### src/rtl/tank_pkg.sv
// Shared types and screen geometry for the tank game datapath blocks.
package tank_pkg;

  typedef enum logic [2:0] {
    DIR_NONE  = 3'b000,
    DIR_UP    = 3'b001,
    DIR_RIGHT = 3'b010,
    DIR_LEFT  = 3'b011,
    DIR_DOWN  = 3'b100
  } dir_t;

  typedef enum logic [1:0] {
    HIT_IDLE = 2'b00,
    HIT_FLY  = 2'b01,
    HIT_TANK = 2'b10,
    HIT_WALL = 2'b11
  } hit_t;

  typedef enum logic [1:0] {
    ST_IDLE,
    ST_FLYING,
    ST_IMPACT
  } state_t;

  localparam int SCREEN_W   = 640;
  localparam int SCREEN_H   = 480;
  localparam int TANK_SZ    = 32;
  localparam int BULLET_SZ  = 8;
  localparam int MUZZLE_OFS = 12;

  function automatic logic dir_valid(input logic [2:0] d);
    return (d == DIR_UP) || (d == DIR_RIGHT) || (d == DIR_LEFT) || (d == DIR_DOWN);
  endfunction

endpackage

### src/rtl/bullet_ctrl_edge_sync.sv
// Two-flop synchronizer followed by a registered rising-edge pulse (3 Clk edge-to-pulse).
module edge_sync (
  input  logic clk,
  input  logic rst_n,
  input  logic din,
  output logic pulse
);

  logic [2:0] sync;

  always_ff @(posedge clk or negedge rst_n) begin
    if (!rst_n) begin
      sync  <= 3'b000;
      pulse <= 1'b0;
    end else begin
      sync  <= {sync[1:0], din};
      pulse <= sync[1] & ~sync[2];
    end
  end

endmodule

### src/rtl/bullet_ctrl.sv
// Per-tank bullet engine: spawn on fire, advance per frame, detect impacts, hold, re-arm.
// Optional edge reflection is enabled by defining BULLET_BOUNCE_EN.
module bullet_ctrl
  import tank_pkg::*;
#(
  parameter int SPEED       = 4,
  parameter int HOLD_FRAMES = 8
`ifdef BULLET_BOUNCE_EN
  ,
  parameter int MAX_BOUNCES = 3
`endif
) (
  input  logic       Clk,
  input  logic       Reset_n,
  input  logic       frame_clk,
  input  logic       fire,
  input  logic [9:0] tankX,
  input  logic [9:0] tankY,
  input  logic [2:0] tank_dir,
  input  logic [9:0] enemyX,
  input  logic [9:0] enemyY,
  input  logic       enemy_alive,
  input  logic       wall_hit,
  input  logic [9:0] DrawX,
  input  logic [9:0] DrawY,
  output logic [9:0] bulletX,
  output logic [9:0] bulletY,
  output logic [1:0] hit,
  output logic       is_bullet,
  output logic       enemy_kill
);

  localparam int HOLD_W = $clog2(HOLD_FRAMES) + 1;
  localparam logic signed [10:0] STEP  = 11'(SPEED);
  localparam logic signed [10:0] X_LIM = 11'(SCREEN_W - BULLET_SZ - 1);
  localparam logic signed [10:0] Y_LIM = 11'(SCREEN_H - BULLET_SZ - 1);

  logic frame_tick, fire_pulse;

  edge_sync u_frame_sync (.clk(Clk), .rst_n(Reset_n), .din(frame_clk), .pulse(frame_tick));
  edge_sync u_fire_sync  (.clk(Clk), .rst_n(Reset_n), .din(fire),      .pulse(fire_pulse));

  state_t            state, state_nx;
  dir_t              dir_q, dir_nx;
  hit_t              hit_q, hit_nx;
  logic [9:0]        bx_q, by_q, bx_nx, by_nx;
  logic [HOLD_W-1:0] hold_q, hold_nx;
  logic              kill_q, kill_nx;

`ifdef BULLET_BOUNCE_EN
  localparam int BNC_W = $clog2(MAX_BOUNCES + 1);
  logic [BNC_W-1:0]  bnc_q, bnc_nx;

  function automatic logic [9:0] clamp(input logic signed [10:0] v, input logic signed [10:0] lim);
    if (v < 0)        return 10'd0;
    else if (v > lim) return lim[9:0];
    else              return v[9:0];
  endfunction

  function automatic dir_t reverse_dir(input dir_t d);
    case (d)
      DIR_UP:    return DIR_DOWN;
      DIR_DOWN:  return DIR_UP;
      DIR_LEFT:  return DIR_RIGHT;
      DIR_RIGHT: return DIR_LEFT;
      default:   return d;
    endcase
  endfunction
`endif

  // Candidate next position, signed so a step past 0 goes negative instead of wrapping.
  logic signed [10:0] px, py, nx, ny;
  logic               out_x, out_y, overlap;

  always_comb begin
    px = signed'({1'b0, bx_q});
    py = signed'({1'b0, by_q});
    nx = px;
    ny = py;
    case (dir_q)
      DIR_UP:    ny = py - STEP;
      DIR_DOWN:  ny = py + STEP;
      DIR_RIGHT: nx = px + STEP;
      DIR_LEFT:  nx = px - STEP;
      default:   ;
    endcase
    out_x = (nx < 0) || (nx > X_LIM);
    out_y = (ny < 0) || (ny > Y_LIM);
  end

  assign overlap = ({1'b0, bx_q} <= {1'b0, enemyX} + 11'(TANK_SZ - 1)) &&
                   ({1'b0, bx_q} + 11'(BULLET_SZ - 1) >= {1'b0, enemyX}) &&
                   ({1'b0, by_q} <= {1'b0, enemyY} + 11'(TANK_SZ - 1)) &&
                   ({1'b0, by_q} + 11'(BULLET_SZ - 1) >= {1'b0, enemyY});

  always_comb begin
    state_nx = state;
    dir_nx   = dir_q;
    hit_nx   = hit_q;
    bx_nx    = bx_q;
    by_nx    = by_q;
    hold_nx  = hold_q;
    kill_nx  = 1'b0;
`ifdef BULLET_BOUNCE_EN
    bnc_nx   = bnc_q;
`endif
    case (state)
      ST_IDLE: begin
        if (fire_pulse && dir_valid(tank_dir)) begin
          state_nx = ST_FLYING;
          dir_nx   = dir_t'(tank_dir);
          hit_nx   = HIT_FLY;
          bx_nx    = tankX + 10'(MUZZLE_OFS);
          by_nx    = tankY + 10'(MUZZLE_OFS);
`ifdef BULLET_BOUNCE_EN
          bnc_nx   = '0;
`endif
        end
      end
      ST_FLYING: begin
        if (frame_tick) begin
          if (enemy_alive && overlap) begin
            state_nx = ST_IMPACT;
            hit_nx   = HIT_TANK;
            hold_nx  = '0;
            kill_nx  = 1'b1;
          end else if (wall_hit) begin
            state_nx = ST_IMPACT;
            hit_nx   = HIT_WALL;
            hold_nx  = '0;
          end else if (out_x || out_y) begin
`ifdef BULLET_BOUNCE_EN
            if (bnc_q == BNC_W'(MAX_BOUNCES)) begin
              state_nx = ST_IMPACT;
              hit_nx   = HIT_WALL;
              hold_nx  = '0;
            end else begin
              dir_nx = reverse_dir(dir_q);
              bx_nx  = clamp(nx, X_LIM);
              by_nx  = clamp(ny, Y_LIM);
              bnc_nx = bnc_q + 1'b1;
            end
`else
            state_nx = ST_IMPACT;
            hit_nx   = HIT_WALL;
            hold_nx  = '0;
`endif
          end else begin
            bx_nx = nx[9:0];
            by_nx = ny[9:0];
          end
        end
      end
      ST_IMPACT: begin
        if (frame_tick) begin
          if (hold_q == HOLD_W'(HOLD_FRAMES - 1)) begin
            state_nx = ST_IDLE;
            hit_nx   = HIT_IDLE;
            hold_nx  = '0;
          end else begin
            hold_nx = hold_q + 1'b1;
          end
        end
      end
      default: state_nx = ST_IDLE;
    endcase
  end

  always_ff @(posedge Clk or negedge Reset_n) begin
    if (!Reset_n) begin
      state  <= ST_IDLE;
      dir_q  <= DIR_NONE;
      hit_q  <= HIT_IDLE;
      bx_q   <= '0;
      by_q   <= '0;
      hold_q <= '0;
      kill_q <= 1'b0;
`ifdef BULLET_BOUNCE_EN
      bnc_q  <= '0;
`endif
    end else begin
      state  <= state_nx;
      dir_q  <= dir_nx;
      hit_q  <= hit_nx;
      bx_q   <= bx_nx;
      by_q   <= by_nx;
      hold_q <= hold_nx;
      kill_q <= kill_nx;
`ifdef BULLET_BOUNCE_EN
      bnc_q  <= bnc_nx;
`endif
    end
  end

  assign bulletX    = bx_q;
  assign bulletY    = by_q;
  assign hit        = hit_q;
  assign enemy_kill = kill_q;
  assign is_bullet  = (hit_q == HIT_FLY) &&
                      (DrawX >= bx_q) && ({1'b0, DrawX} <= {1'b0, bx_q} + 11'(BULLET_SZ - 1)) &&
                      (DrawY >= by_q) && ({1'b0, DrawY} <= {1'b0, by_q} + 11'(BULLET_SZ - 1));

endmodule
### config.mk
export PLATFORM = sky130hd
export DESIGN_NAME = bullet_ctrl
export DESIGN_NICKNAME = d
export VERILOG_FILES = /design/src/rtl/tank_pkg.sv /design/src/rtl/bullet_ctrl_edge_sync.sv /design/src/rtl/bullet_ctrl.sv
export SDC_FILE = /design/constraint.sdc
export NUM_CORES = 1
export LEC_CHECK = 0
export CORE_MARGIN = 8
export CORE_UTILIZATION = 55
export DETAILED_ROUTE_END_ITERATION = 6
export GPL_TIMING_DRIVEN = 1
export PLACE_DENSITY_LB_ADDON = 0.1
export SLEW_MARGIN = 20
export SYNTH_ARGS = -nofsm -noshare
export SYNTH_HDL_FRONTEND = slang
export SYNTH_SLANG_ARGS = --single-unit
### constraint.sdc
create_clock -name Clk -period 5.8 [get_ports Clk]
set_clock_uncertainty 0.2 [all_clocks]
set_input_delay 0.87 -clock Clk [delete_from_list [all_inputs] [get_ports Clk]]
set_output_delay 0.87 -clock Clk [all_outputs]
set_load 0.005 [all_outputs]
==> summary.txt <==
Setup path
  • Setup crit start kind: flip-flop
  • FF-to-FF Start: bulletX[0]
  • Critical Path RT: 4.73 ns
  • Worst reg2reg path endpoint: bulletX[4]
  • Crit path capture type: output pin
  • Crit Path Max Fanout: 7
  • Worst Path Arrival: 4.05 ns
  • Critical path class: flip-flop to output pin
  • Worst reg-to-reg path cell count: 15
  • CP Capture Point: is_bullet
  • CP Launch Point: bulletY[0]
  • R2R Setup Slk: 1.18 ns

STA
  • Crit share post-route: 88.36%
  • Worst slew pin tran: 0.9268 ns
  • Final hold slack: 0.1514 ns
  • Max transition margin: 38.21%
  • Fin crit period: 5.125 ns
  • Final setup fails: 0
  • Setup TNS: 0 ns
  • Max Fclk: 195.1 MHz
  • RSZ-0062 raised after global routing: false
  • Slew Limit Fails: 0
  • Final Hold Fails: 0

CTS
  • Postcts setup bufs: 0
  • Max Root-Sink Buffers: 2
  • Post-CTS Hold Buffers: 0
  • TritonCTS clock tree: built
  • H-tree levels: 2
  • CTS Buf Count: 5
  • Root buffer cell: clkbuf_8
  • Post_cts resized: 0
  • Clk sinks: 40
  • Worst skew pair latency: 0.30 ns
  • Worst-path clk slew: 0.08 ns

Placement
  • Final GP Congestion: 0.9062
  • Port Buf Inserts: 92
  • Detail Placement HPWL: 12.99 mm

Logic synthesis
  • Yosys reg bits: 40
  • Post-synth EDFFs: 0
  • Sequential share of the synthesized area: 17.84%
  • Avg Inst Size Synth: 8.156 µm²
  • Ys flop type: dfrtp_1
  • Number of synthesis warnings: 0
  • Syn nets: 855
  • Synth cell types: 64
  • Synth area leader: ha_1
  • Top cells by area, synth: ha_1, dfrtp_1, xnor2_1
  • Post-synth ARST share: 100.0%
  • Syn Inst Count: 688
  • Top-area cell type share of the netlist area: 21.63%
  • Area of the mapped netlist: 5612 µm²

Global route
  • Grt total ovfl: 0
  • Number of global-route vias before repair: 5479
  • Total track usage: 23.41%
  • Initial antenna violation count: 0
  • First-pass GRT wire length: 25.85 mm
  • Largest net degree at the start of global routing: 41

Die
  • Chip height: 117.0 µm
  • Die Width: 117.0 µm
  • IO Pins: 93
  • DIE AREA: 13690 µm²
  • CORE AREA: 10090 µm²
  • Row count: 37
  • Starting Density: 55.60%

Worst hold path
  • HP Start: u_fire_sync.sync[0]
  • Worst min path class: flip-flop to flip-flop

Power
  • Cell Pwr Density: 469.2 nW/µm²
  • Comb pwr share: 72.3%
  • Power, Total: 3151 µW
  • Static Leak: 0.002923 µW
  • Net load switching power: 1603 µW
  • Sequential Power Share: 20.3%
  • Sw frac: 50.86%
  • Peak VDD IR: 0.3869 mV
  • Clock Power Share: 7.5%
  • Design internal power: 1548 µW

Route
  • Post-DR wirelength/cell: 17.45 µm
  • Vias post-DR: 5426
  • DR vias/cell: 6.016
  • Post-DRT Antenna Nets: 0
  • Initial DRC count: 367
  • DRT Pass-1 Iters: 5
  • WL final: 15.74 mm
  • Final routed DRC violation total: 0

Layout
  • Share of cells above drive strength 1: 5.091%
  • Area Growth Syn to Fin: 19.67%
  • Nets@finish: 932
  • Diode count: 0

Job
  • Max Cap Viol: 0

Run status
  • Status: finished, final reports clean
==> how the worst min path moves through the flow <==
stage	to	slack, ns	cells past startpoint
6_report	u_fire_sync.sync[1]	0.15	0
5_1_grt	u_fire_sync.sync[1]	0.17	0
4_1_cts	u_fire_sync.sync[1]	0.16	0
3_5_place_dp	u_fire_sync.sync[1]	0.14	0
3_3_place_gp	u_fire_sync.sync[1]	0.14	0
2_1_floorplan	u_fire_sync.sync[1]	0.13	0
==> registers in the layout (all words and copies together), names as in the netlist <==
signal,cells
bulletX,10
bulletY,10
dir_q,3
enemy_kill,1
hit,2
hold_q,4
state,2
u_fire_sync.pulse,1
u_fire_sync.sync,3
u_frame_sync.pulse,1
u_frame_sync.sync,3
==> worst max-delay path, cell delays in order (launching register included) <==
cell,delay (ns)
dfrtp_1,0.48
inv_1,0.17
ha_1,0.26
a2111oi_0,0.49
buf_4,0.22
and3_1,0.17
xnor2_1,0.15
inv_1,0.07
ha_1,0.29
nand4_1,0.10
o31ai_1,0.20
o21ai_0,0.13
o21a_1,0.13
nor4_1,0.31
clkdlybuf4s50_1,0.58
==> cell type report <==
class                           count  area [µm²]
Tap cell                          136       170.2
Multi-Input combinational cell    550        4213
Clock buffer                        5       68.82
Fill cell                         909        3377
Inverter                           72       270.3
Sequential cell                    40        1001
Timing Repair Buffer               96       945.9
Clock inverter                      3       46.29
==> metal layers <==
metal  up-vias  track usage, %  part of all wire [%]
li1       2682               -                     -
met1      2554           30.52                    46
met2       167           40.41                    47
met3        23           2.771                   5.7
met5         -               0                     0
met4         0           5.375                   1.5
==> synthesized netlist by cell type, types with 6 or more instances <==
cell,number
a211oi_2,6
o211a_1,10
o21a_1,13
o211ai_1,17
a211o_1,9
nand2_1,34
mux2_2,11
nand3_1,22
inv_1,72
xnor2_1,44
dfrtp_1,40
a211oi_1,8
clkbuf_1,16
nor3_1,30
o21ai_0,40
or3_1,12
a21o_1,7
nand2b_1,8
a31oi_1,9
nor2b_1,12
nor2_1,44
nand4_1,12
ha_1,97
a21oi_1,32
buf_2,6
xor2_1,6
==> cells by family (layout without fill, tap and decap cells) <==
group	after synthesis	in the layout	share of synthesized area [%]
simple gates	203	203	18.91
xor+xnor	50	50	7.804
fa+ha+maj	98	98	21.98
mux	16	16	3.099
flops	40	40	17.84
compound gates	183	183	23.28
buf+inv	98	176	7.090
==> layout by cell type (no fill, tap or decap), drive strengths merged, types with 10 or more instances in the layout <==
| master | count |
|---|---|
| ha | 97 |
| clkdlybuf4s50 | 91 |
| inv | 73 |
| nor2 | 44 |
| xnor2 | 44 |
| o21ai | 41 |
| dfrtp | 40 |
| nand2 | 34 |
| a21oi | 32 |
| nor3 | 30 |
| nand3 | 22 |
| o211ai | 17 |
| a211oi | 14 |
| o21a | 13 |
| nor2b | 12 |
| nand4 | 12 |
| or3 | 12 |
| mux2 | 11 |
| o211a | 10 |
==> metrics by stage <==
stage                     setup slack (ns)  cell area [µm²]  instances  util (%)
after global placement              0.8038             6600        894     65.40
after CTS                           0.6480             6715        902     66.54
after floorplan                      1.784             5612        688         -
after detailed placement            0.5452             6600        894     65.40
final                               0.6753             6715        902     66.54
after global routing                0.3943             6715        902     66.54
==> power by group through the flow <==
stage               Combinational, µW  Sequential, µW  Clock, µW
CTS                              2260             635        240
detailed placement               2250             641          0
global route                     2550             665        248
global placement                 2190             634          0
finish                           2280             639        235
floorplan                        1720             497          0
Power figures use the tool's default switching activity.
